**config.mk**
```make
export PLATFORM = sky130hd
export DESIGN_NAME = pulse_decoder
export DESIGN_NICKNAME = d
export VERILOG_FILES = /design/src/rtl/pulse_decoder_pkg.sv /design/src/rtl/pulse_width_meter.sv /design/src/rtl/pulse_decoder.sv
export SDC_FILE = /design/constraint.sdc
export NUM_CORES = 1
export LEC_CHECK = 0
export ABC_AREA = 0
export BUFFER_PORTS_ARGS = -buffer_cell sky130_fd_sc_hd__clkbuf_2
export CAP_MARGIN = 15
export CORE_MARGIN = 4
export CORE_UTILIZATION = 57
export CTS_CLUSTER_SIZE = 10
export DETAILED_ROUTE_END_ITERATION = 16
export PLACE_DENSITY_LB_ADDON = 0.3
export SYNTH_ARGS = -nofsm -noshare
export SYNTH_HDL_FRONTEND = slang
export SYNTH_HIERARCHICAL = 1
export SYNTH_SLANG_ARGS = --single-unit
```
**constraint.sdc**
```tcl
create_clock -name clock -period 2.52 [get_ports clock]
set_input_delay 0.126 -clock clock [delete_from_list [all_inputs] [get_ports clock]]
set_output_delay 0.126 -clock clock [all_outputs]
set_load 0.01 [all_outputs]
```
**src/rtl/pulse_decoder_pkg.sv**
```systemverilog
// Shared encodings for the pulse decoder: width FSM, output handshake FSM
// and the data-bit codes produced by pulse-width classification.
package pulse_decoder_pkg;

  typedef enum logic {
    W_LOW  = 1'b0,
    W_HIGH = 1'b1
  } w_state_t;

  typedef enum logic {
    O_IDLE = 1'b0,
    O_DAV  = 1'b1
  } o_state_t;

  localparam logic BIT_SHORT = 1'b0;
  localparam logic BIT_LONG  = 1'b1;

endpackage

```
**src/rtl/pulse_width_meter.sv**
```systemverilog
// Measures each high pulse on `in` with a saturating counter and classifies
// it as a short bit, a long bit or an invalid width on the falling-edge cycle.
module pulse_width_meter
  import pulse_decoder_pkg::*;
#(
  parameter int SHORT_LEN = 6,
  parameter int LONG_LEN  = 12,
  parameter int TOL       = 1,
  parameter int CNT_W     = 5
) (
  input  logic clock,
  input  logic reset,
  input  logic in,
  output logic bit_valid,
  output logic bit_value,
  output logic bit_err
);

  localparam logic [CNT_W-1:0] SHORT_MIN = CNT_W'(SHORT_LEN - TOL);
  localparam logic [CNT_W-1:0] SHORT_MAX = CNT_W'(SHORT_LEN + TOL);
  localparam logic [CNT_W-1:0] LONG_MIN  = CNT_W'(LONG_LEN - TOL);
  localparam logic [CNT_W-1:0] LONG_MAX  = CNT_W'(LONG_LEN + TOL);
  localparam logic [CNT_W-1:0] CNT_MAX   = {CNT_W{1'b1}};

  w_state_t         state;
  logic [CNT_W-1:0] cnt;
  logic             fall, is_short, is_long;

  // NOTE: sequential state uses non-blocking assignments so every register
  // samples pre-edge values regardless of statement order.
  always_ff @(posedge clock) begin
    if (reset) begin
      state <= W_LOW;
      cnt   <= '0;
    end else begin
      case (state)
        W_LOW: begin
          if (in) begin
            state <= W_HIGH;
            cnt   <= CNT_W'(1);
          end
        end
        W_HIGH: begin
          if (in) begin
            if (cnt != CNT_MAX) cnt <= cnt + CNT_W'(1);
          end else begin
            state <= W_LOW;
            cnt   <= '0;
          end
        end
      endcase
    end
  end

  // Strobes are decoded from the current state and input so the top level
  // acts on the very edge that samples the falling input.
  // NOTE: every always_comb output gets a default first, so no latch is inferred.
  always_comb begin
    fall      = 1'b0;
    is_short  = 1'b0;
    is_long   = 1'b0;
    bit_valid = 1'b0;
    bit_err   = 1'b0;
    bit_value = BIT_SHORT;
    fall      = (state == W_HIGH) && !in;
    is_short  = (cnt >= SHORT_MIN) && (cnt <= SHORT_MAX);
    is_long   = (cnt >= LONG_MIN) && (cnt <= LONG_MAX);
    bit_valid = fall && (is_short || is_long);
    bit_err   = fall && !(is_short || is_long);
    bit_value = is_long ? BIT_LONG : BIT_SHORT;
  end

endmodule

```
**src/rtl/pulse_decoder.sv**
```systemverilog
// Packs classified pulse widths MSB-first into words and hands each word to
// a consumer over the dav_/rfd handshake, flagging invalid widths and overruns.
module pulse_decoder
  import pulse_decoder_pkg::*;
#(
  parameter int SHORT_LEN = 6,
  parameter int LONG_LEN  = 12,
  parameter int TOL       = 1,
  parameter int CNT_W     = 5,
  parameter int BITS      = 8
) (
  input  logic            clock,
  input  logic            reset,
  input  logic            in,
  input  logic            rfd,
  output logic            dav_,
  output logic [BITS-1:0] data,
  output logic            err,
  output logic            ovr
);

  localparam int BC_W = (BITS > 1) ? $clog2(BITS) : 1;

  logic            bit_valid, bit_value, bit_err;
  logic [BITS-1:0] shift, hold, word;
  logic [BC_W-1:0] bit_cnt;
  logic            hold_full, word_done, hold_clear;
  o_state_t        o_state;

  pulse_width_meter #(
    .SHORT_LEN(SHORT_LEN),
    .LONG_LEN (LONG_LEN),
    .TOL      (TOL),
    .CNT_W    (CNT_W)
  ) u_meter (
    .clock    (clock),
    .reset    (reset),
    .in       (in),
    .bit_valid(bit_valid),
    .bit_value(bit_value),
    .bit_err  (bit_err)
  );

  assign word       = {shift[BITS-2:0], bit_value};
  assign word_done  = bit_valid && (bit_cnt == BC_W'(BITS - 1));
  assign hold_clear = (o_state == O_DAV) && !rfd;

  always_ff @(posedge clock) begin
    if (reset) begin
      shift     <= '0;
      bit_cnt   <= '0;
      hold      <= '0;
      hold_full <= 1'b0;
      data      <= '0;
      dav_      <= 1'b1;
      err       <= 1'b0;
      ovr       <= 1'b0;
      o_state   <= O_IDLE;
    end else begin
      err <= bit_err;

      // An invalid width drops the partial word so the next word starts clean.
      if (bit_err) begin
        shift   <= '0;
        bit_cnt <= '0;
      end else if (bit_valid) begin
        shift   <= word;
        bit_cnt <= word_done ? '0 : bit_cnt + BC_W'(1);
      end

      // A word landing on the edge that empties the hold is accepted, not lost.
      if (word_done) begin
        if (hold_full && !hold_clear) begin
          ovr <= 1'b1;
        end else begin
          hold      <= word;
          hold_full <= 1'b1;
        end
      end else if (hold_clear) begin
        hold_full <= 1'b0;
      end

      case (o_state)
        O_IDLE: begin
          if (hold_full && rfd) begin
            data    <= hold;
            dav_    <= 1'b0;
            o_state <= O_DAV;
          end
        end
        O_DAV: begin
          if (!rfd) begin
            dav_    <= 1'b1;
            o_state <= O_IDLE;
          end
        end
      endcase
    end
  end

endmodule

```
# Word level (Yosys, flattened, before mapping)
# Cells that the tools add are included.
# word_totals
reg_bits,37
# op_classes
n_lt_le_gt_ge,4
eq_ne,7
n_bitwise,3
n_addsub,2
n_reduce_logical,22
n_mux,16
# op_table
cell,count
5-bit 2-to-1 mux,3
2-bit AND reduction,6
5-bit case mux with 2 select lines,1
1-bit logical AND,9
1-bit 2-to-1 mux,9
2-bit != test (second input constant),4
5-bit by 1-bit adder with 5-bit output (second input constant),1
5-bit by 3-bit greater-or-equal comparator with 1-bit output (second input constant),1
5-bit by 4-bit greater-or-equal comparator with 1-bit output (second input constant),1
5-bit by 3-bit <= comparator with 1-bit output (second input constant),1
5-bit by 4-bit <= comparator with 1-bit output (second input constant),1
5-bit != test (second input constant),1
1-bit logical NOT,4
1-bit case mux with 2 select lines,2
3-bit by 1-bit adder with 3-bit output (second input constant),1
3-bit equality test (second input constant),1
3-bit 2-to-1 mux,1
3-bit != test (second input constant),1
1-bit NOT,3
2-bit nonzero test,1
2-bit OR reduction,1
1-bit logical OR,1

# Depth between registers and ports, before layout
# Gate-level depths: netlist (run 1).
# logic_depth
ltp_word,7
depth_mapped,8
ltp_nobuf,8

# Modules after synthesis
# Netlist (run 1), hierarchy kept.
# modules_own_cells
module,instances,cells_each,area_per_inst_um2,seq_area_each_um2
pulse_decoder,1,115,1213.7,620.6
pulse_width_meter,1,51,380.4,120.1

# Worst setup path before layout (run 1)
# No wires, ideal clock.
# synth_path
path_kind,register to register
from,register u_meter.cnt[0]
to,register hold[0]
setup_slack_ns,0.588
period_less_slack_ns,1.932
path_stages_with_launch,9
n_path_buf,0
arrival_ns,1.860
setup_time_ns,0.072
cell_sequence,dfxtp_1 -> ha_1 -> nor2_1 -> a211o_1 -> o21ai_2 -> and3b_1 -> nand2_1 -> a21oi_4 -> mux2i_1
# synth_via
elab_chain_len,6
word_cells_on_any_way,11
classes_between,order compare (4); mux (1); reduce/logical (6)
# synth_lines
element,line_no,text
from (decl),pulse_width_meter.sv:26,logic [CNT_W-1:0] cnt;
from (signal assigned),pulse_width_meter.sv:45,if (cnt != CNT_MAX) cnt <= cnt + CNT_W'(1);
"5-bit by 3-bit greater-or-equal comparator with 1-bit output, or another cell as far along",pulse_width_meter.sv:66,is_short = (cnt >= SHORT_MIN) && (cnt <= SHORT_MAX);
1-bit logical AND (on tied branches),"pulse_width_meter.sv:66, pulse_width_meter.sv:67",
1-bit logical OR *,pulse_width_meter.sv:68,bit_valid = fall && (is_short || is_long);
1-bit logical AND *,pulse_width_meter.sv:68,
named net bit_valid,pulse_decoder.sv:24,"logic bit_valid, bit_value, bit_err;"
1-bit logical AND *,pulse_decoder.sv:45,assign word_done = bit_valid && (bit_cnt == BC_W'(BITS - 1));
2-bit AND reduction (no source line) *,--,
to (signal assigned),pulse_decoder.sv:76,hold <= word;
to (decl),pulse_decoder.sv:25,"logic [BITS-1:0] shift, hold, word;"
# The timed path passes the listed nets; every way through them passes the cells marked *.
# A chain may end at the register's enable or synchronous reset.

# Worst setup path after layout (run 1)
# layout_path
from,register u_meter.cnt[0]
to,register hold[4]
# The elaborated chain is that of the path after synthesis.

==> impl_metrics.ini, run 1 <==
[run_status]
run_status = completed

[worst_hold_path]
hold_path_class = in2reg
hold_depth = 2

[clock_network]
max-clock-path-buffers = 2
post_cts.repair.setup_buffers = 0
cts_repair_resize_count = 0
htreeDepth = 2
cts.sink_count = 37
cts_tree = yes
path_clk_slew_ns = 0.10
clock_insertion_delay_worst_skew_ns = 0.33
postCtsHoldBufs = 0
ctsRootBufferMaster = sky130_fd_sc_hd__clkbuf_4
numCtsBuffers = 5

[floorplan]
design.core.area_um2 = 2567
floorplan.rows = 18
design.die.area_um2 = 3706
ios = 15
chipHeight_um = 60.88
initial_utilization_pct = 62.09
die_width_um = 60.88

[finish]
syn2layout_area_growth_pct = 10.60
num-nets-final = 191
stdcell_area_um2 = 1763
post_layout_nonfiller_instances = 213
num_antenna_cells = 0
n_fill_cell = 208
final_layout_size_suffix_gt1_share_pct = 14.21

[drt]
wirelength_um = 2852
drtPass1Iterations = 4
avgRoutedWirePerCell_um = 13.39
drt_drc_violations_left = 0
via_per_inst = 5.469
num_vias = 1165
remaining_antenna_violation_count_after_routing = 0
drt-initial-drc-count = 56

[critical_path]
criticalPathCategory = reg2reg
cp_max_fo = 8
r2r_cells = 8
worst_setup_path_start_kind = register
arrival_ns = 2.39
r2r_slack_ns = 0.40
crit_required_ns = 2.79
worst_setup_path_end_kind = register

[logic_synthesis]
synth_largest_area_cell = sky130_fd_sc_hd__dfxtp_1
synth_top_area_share_pct = 46.47
postSynthAreaPerCell_um2 = 9.603
syn_inst = 166
syn-num-nets = 175
synth_top_cells_by_area = sky130_fd_sc_hd__dfxtp_1 (46%), sky130_fd_sc_hd__mux2i_1 (16%), sky130_fd_sc_hd__nand2b_1 (7.5%)
synth-seq-cells = 37
ys_warn_count = 6
post_synth_instance_area_um2 = 1594
synth-main-ff-cell = sky130_fd_sc_hd__dfxtp_1
synth_async_sr_flop_share_pct = 0
synth-edff-count = 0
seq_area_frac_synth_pct = 46.47
post_synth_num_cell_types = 32

[grt]
grt.total_usage_pct = 18.44
vias_in_the_first_global_route = 1123
grt_first_pass_wirelength_um = 4885
antenna_violations_before_repair = 0
grt_max_degree = 37
overflow = 0

[power_and_ir_drop]
power_per_cell_area_nw_per_um2 = 592.8
power.ir.vdd_worst_mv = 0.5215
leakage_uw = 0.0007057

[sta]
worst_pin_slew_ns = 0.5991
setup-tns-final_ns = 0
clock-skew-final_ns = 0.004101
timing_hold_violations_final = 0
timing.final.max_slew_violations = 0
final-setup-viol-count = 0
finalCriticalPeriod_ns = 2.122
maxSlewHeadroom_pct = 60.06
max_freq_mhz = 471.2
post-route-period-util_pct = 84.21
setup_repair_after_global_routing_missed_its_margin = no
hold_slack_ns = 0.05112
final_critical_path_setup_slack_ns = 0.3979

[place]
detailed_place.area_um2 = 1678
dp_cells = 205
place_worst_setup_slack_ns = 0.4444
post-dp-hpwl_um = 2019
port_buffers = 14
gp_congestion = 0.8229

[job]
max_cap_viol_count = 0
## placed cells by master, fill, tap and decap left out, types with 2 or more instances in the layout
cell type                  instances
sky130_fd_sc_hd__nand2b_1         19
sky130_fd_sc_hd__clkbuf_2         14
sky130_fd_sc_hd__mux2i_1          25
sky130_fd_sc_hd__dfxtp_1          37
sky130_fd_sc_hd__a22oi_1           2
sky130_fd_sc_hd__nand2_1           7
sky130_fd_sc_hd__o21ai_0           3
sky130_fd_sc_hd__nor2_1           29
sky130_fd_sc_hd__ha_1              5
sky130_fd_sc_hd__inv_1             3
sky130_fd_sc_hd__nand3b_1          3
sky130_fd_sc_hd__nor3_1            2
sky130_fd_sc_hd__clkbuf_4          5
sky130_fd_sc_hd__nor2b_1           2
sky130_fd_sc_hd__a21oi_1           6
sky130_fd_sc_hd__nand4_1           2
## worst max-delay path: stages (launching register included)
cell and delay [ns]:
sky130_fd_sc_hd__dfxtp_1 0.47, sky130_fd_sc_hd__ha_1 0.29, sky130_fd_sc_hd__nor2_1 0.06, sky130_fd_sc_hd__a211o_1 0.32, sky130_fd_sc_hd__o21ai_2 0.07, sky130_fd_sc_hd__and3b_1 0.19
sky130_fd_sc_hd__nand2_1 0.10, sky130_fd_sc_hd__a21oi_4 0.32, sky130_fd_sc_hd__mux2i_1 0.24
## area by class of cell
class / instances / area (um2) / share of cell area (%)
Inverter: 3 / 11.26 / 0.6388
Clock buffer: 7 / 55.05 / 3.123
Multi-Input combinational cell: 120 / 810.8 / 45.99
Sequential cell: 37 / 740.7 / 42.02
Timing Repair Buffer: 15 / 77.57 / 4.400
Clock inverter: 1 / 30.03 / 1.703
Tap cell: 30 / 37.54 / 2.129
## kinds of logic after synthesis
family          synth area share [%]
compound gates                 8.243
fa+ha+maj                      3.925
buf+inv                        2.668
flops                          46.47
mux                            15.70
simple gates                   23.00
## power by group
group	total [uW]	internal (uW)	switching [uW]
clock network	421	237	184
registers	592	587	4.45
logic	32.0	12.8	19.2
## path summary, 6_finish.rpt
kind                  startpoint       to
setup / recovery  u_meter/cnt[0]  hold[4]
hold / removal               rfd  o_state
setup reg to reg  u_meter/cnt[0]  hold[4]
hold reg to reg              ovr      ovr
## flip-flops by register name, summed over array words and instances (netlist names)
register and cells:
dav_ 1, ovr 1, shift 7, bit_cnt 3, data 8, err 1, u_meter/state 1, o_state 1
hold 8, hold_full 1, u_meter/cnt 5
## cell usage after synthesis (3+ instances only)
| library cell | number |
|---|---|
| sky130_fd_sc_hd__mux2i_1 | 25 |
| sky130_fd_sc_hd__o21ai_0 | 3 |
| sky130_fd_sc_hd__ha_1 | 5 |
| sky130_fd_sc_hd__a21oi_1 | 6 |
| sky130_fd_sc_hd__nand3b_1 | 3 |
| sky130_fd_sc_hd__nor2_1 | 29 |
| sky130_fd_sc_hd__inv_1 | 3 |
| sky130_fd_sc_hd__nand2b_1 | 19 |
| sky130_fd_sc_hd__dfxtp_1 | 37 |
| sky130_fd_sc_hd__nand2_1 | 7 |
| sky130_fd_sc_hd__clkbuf_1 | 3 |
## stage by stage
step	total power (uW)	util [%]
detailed placement	636.8	65.35
floorplan	627.2	-
CTS	1055	68.66
finish	1045	68.66
global route	1105	68.66
global placement	635.7	65.35
## metal layers
layer	track usage (%)	up-vias	part of all wire, %
met3	7.660	4	4.6
li1	-	596	-
met5	0	-	0
met1	20.52	548	45
met4	6.502	0	1.6
met2	31.60	17	49
(Power assumes the default switching activity.)
==> run 2, diff against run 1 <==
Settings changed: ABC_AREA 0 to 1, CORE_UTILIZATION 57 to 52.
Clock period 2.52 ns to 1.8 ns, I/O delays scaled along.
==> impl_metrics.ini, run 2 <==
[clock_network]
cts.sink_count = 37
ctsRootBufferMaster = sky130_fd_sc_hd__clkbuf_4
numCtsBuffers = 5
htreeDepth = 2
path_clk_slew_ns = 0.11
clock_insertion_delay_worst_skew_ns = 0.34
cts_tree = yes
max-clock-path-buffers = 2
post_cts.repair.setup_buffers = 0

[finish]
mostFrequentLayoutCell = sky130_fd_sc_hd__nor2_1
n_fill_cell = 306
num-nets-final = 243
stdcell_area_um2 = 1810
syn2layout_area_growth_pct = 10.29
num_antenna_cells = 0
final_cell_mix = sky130_fd_sc_hd__nor2_1 (37), sky130_fd_sc_hd__dfxtp_1 (35), sky130_fd_sc_hd__nand2_1 (28)
top_regs = data x8, hold x8, shift x7
final_layout_size_suffix_gt1_share_pct = 19.57

[grt]
grt_use_met3_pct = 5.800
antenna_violations_before_repair = 0
grt_max_degree = 18
busiest_layer = met2
grt.total_usage_pct = 15.59
grt.met2_usage_pct = 24.39
grt_first_pass_wirelength_um = 5030
met1_usage_pct = 18.95
overflow = 0
vias_in_the_first_global_route = 1185

[critical_path]
criticalPathCategory = reg2reg
critical_path_depth = 9
crit_family = compound AO/OA/AOI/OAI gates
worst_setup_path_start_kind = register
r2r_slack_ns = 0.14
crit_required_ns = 2.05
timing.critical_path.slowest_stage_cell = sky130_fd_sc_hd__dfxtp_2
startpoint = u_meter/cnt[0]
timing.rr.end = shift[2]
cp_max_fo = 13
worst_setup_path_end_kind = register
path_cells = ha_2, nor2_1, nand2_1, nand3_2, a21oi_2, buf_4, inv_1, o21ai_0, a21oi_1
critical_path.endpoint = shift[2]
crit_buf_inv = 2
rr_startpoint = u_meter/cnt[0]
arrival_ns = 1.91
crit_path_max_incr_delay_ns = 0.41
r2r_cells = 9

[logic_synthesis]
post_synth_num_cell_types = 21
syn_inst = 216
synth_async_sr_flop_share_pct = 0
synth-main-ff-cell = sky130_fd_sc_hd__dfxtp_1
synth.cells.most_frequent = sky130_fd_sc_hd__nor2_1 (39), sky130_fd_sc_hd__dfxtp_1 (37), sky130_fd_sc_hd__nand2_1 (28)
ys_warn_count = 6
synth_top_cells_by_area = sky130_fd_sc_hd__dfxtp_1 (45%), sky130_fd_sc_hd__nor2_1 (8.9%), sky130_fd_sc_hd__a21oi_1 (7.9%)
postSynthAreaPerCell_um2 = 7.600
leading_cell_type_by_number_of_instances_after_synthesis = sky130_fd_sc_hd__nor2_1
synth_top_area_share_pct = 45.12
syn-num-nets = 225
synth-seq-cells = 37
synth-edff-count = 0
synth_largest_area_cell = sky130_fd_sc_hd__dfxtp_1
post_synth_instance_area_um2 = 1642
seq_area_frac_synth_pct = 45.12

[power_and_ir_drop]
design_power_total_uw = 1319
power_per_cell_area_nw_per_um2 = 728.6
power_switching_uw = 325.0
clock_power_share_pct = 32.1
share_comb_of_total_power_pct = 5.2
power.ir.vdd_worst_mv = 0.3669
power.internal_uw = 994.1
power.switching_fraction_pct = 24.64
seq_power_share_pct = 62.7
leakage_uw = 0.0007694

[job]
max_cap_viol_count = 0

[place]
port_buffers = 14
post-dp-hpwl_um = 2006
gp_congestion = 0.8321
detailed_place.area_um2 = 1727

[sta]
timing.final.max_slew_violations = 0
maxSlewHeadroom_pct = 71.05
finalCriticalPeriod_ns = 1.663
max_freq_mhz = 601.2
final-setup-viol-count = 0
worst_pin_slew_ns = 0.4338
post-route-period-util_pct = 92.40
timing_hold_violations_final = 0
clock-skew-final_ns = 0.006111
setup-tns-final_ns = 0

[drt]
remaining_antenna_violation_count_after_routing = 0
num_vias = 1330
wirelength_um = 2870
drt_drc_violations_left = 0
avgRoutedWirePerCell_um = 10.29
drt-initial-drc-count = 69
via_per_inst = 4.767
drtPass1Iterations = 4

[run_status]
run_status = completed

[floorplan]
design.core.area_um2 = 3028
ios = 15
design.die.area_um2 = 4120
die_width_um = 64.19
chipHeight_um = 64.19
initial_utilization_pct = 54.21
floorplan.rows = 20

[worst_hold_path]
hold_depth = 3
hold_path_class = in2reg
[run 2: cell types whose count changed after synthesis, moves of 4 or more]
| cell | before | now |
|---|---|---|
| sky130_fd_sc_hd__buf_6 | 0 | 4 |
| sky130_fd_sc_hd__o21ai_0 | 3 | 15 |
| sky130_fd_sc_hd__mux2i_1 | 25 | 0 |
| sky130_fd_sc_hd__nand2_1 | 7 | 28 |
| sky130_fd_sc_hd__a21oi_1 | 6 | 26 |
| sky130_fd_sc_hd__nand3_1 | 0 | 15 |
| sky130_fd_sc_hd__inv_1 | 3 | 23 |
| sky130_fd_sc_hd__nand2b_1 | 19 | 0 |
| sky130_fd_sc_hd__nand2_4 | 0 | 5 |
| sky130_fd_sc_hd__nor2_1 | 29 | 39 |
[run 2: power by group through the flow]
stage	registers [uW]	logic (uW)	clock network [uW]
2_1_floorplan	844	51.5	0
3_3_place_gp	845	63.6	0
3_5_place_dp	846	64.1	0
4_1_cts	827	66.4	447
5_1_grt	828	78.5	476
6_report	827	68.3	423
[run 2: repair_timing]
item,4_1_cts,5_1_grt
gates resized for setup,2,5
hold buffers,1,0
hold endpoints to repair,1,0
endpoints found under the setup margin,2,17
[run 2: area by class of cell]
| class | count | area, um2 | area share [%] |
|---|---|---|---|
| inverter | 29 | 115.1 | 6.358 |
| timing repair buffer | 18 | 102.6 | 5.667 |
| tap | 44 | 55.05 | 3.041 |
| multi-input combinational | 143 | 739.5 | 40.84 |
| clock buffer | 5 | 37.54 | 2.073 |
| sequential | 37 | 743.2 | 41.05 |
| clock inverter | 3 | 17.52 | 0.9675 |
[run 2: worst reg2reg max path, cell delays in order, from the launching register on]
cell                      delay, ns
sky130_fd_sc_hd__dfxtp_2       0.41
sky130_fd_sc_hd__ha_2          0.22
sky130_fd_sc_hd__nor2_1        0.05
sky130_fd_sc_hd__nand2_1       0.08
sky130_fd_sc_hd__nand3_2       0.10
sky130_fd_sc_hd__a21oi_2       0.23
sky130_fd_sc_hd__buf_4         0.21
sky130_fd_sc_hd__inv_1         0.09
sky130_fd_sc_hd__o21ai_0       0.14
sky130_fd_sc_hd__a21oi_1       0.05
[run 2: how the worst min path moves through the flow]
stage | endpoint | slack [ns] | from
2_1_floorplan | hold_full | 0.16 | reset
3_3_place_gp | o_state | 0.35 | rfd
3_5_place_dp | o_state | 0.35 | rfd
4_1_cts | u_meter/state | 0.08 | in
5_1_grt | u_meter/state | 0.08 | in
6_report | u_meter/state | 0.09 | in
[run 2: logic make-up after synthesis]
family	after synthesis	synth area share [%]
adders and majority gates	5	3.811
xor gates and xnor gates	1	0.5336
AOI/OAI and AO/OA	41	12.50
DFF	37	45.12
buffers and inverters	36	10.82
and+or+nand+nor	96	27.21
[run 2: layer usage]
layer | vias up | wire [um]
met5 | - | 0
met4 | 0 | 57
met3 | 6 | 97
met2 | 15 | 1222
met1 | 580 | 1492
li1 | 729 | -
[run 2: metrics by stage]
step                      util [%]  std cells  hold slack [ns]  setup WS (ns)
after CTS                    59.30        279          0.07663        0.04709
after global routing         59.79        279          0.08170       -0.03553
final                        59.79        279          0.09429         0.1367
after floorplan                  -        216           0.1591         0.1783
after global placement       57.02        270           0.3503        0.06749
after detailed placement     57.02        270           0.3534        0.02724
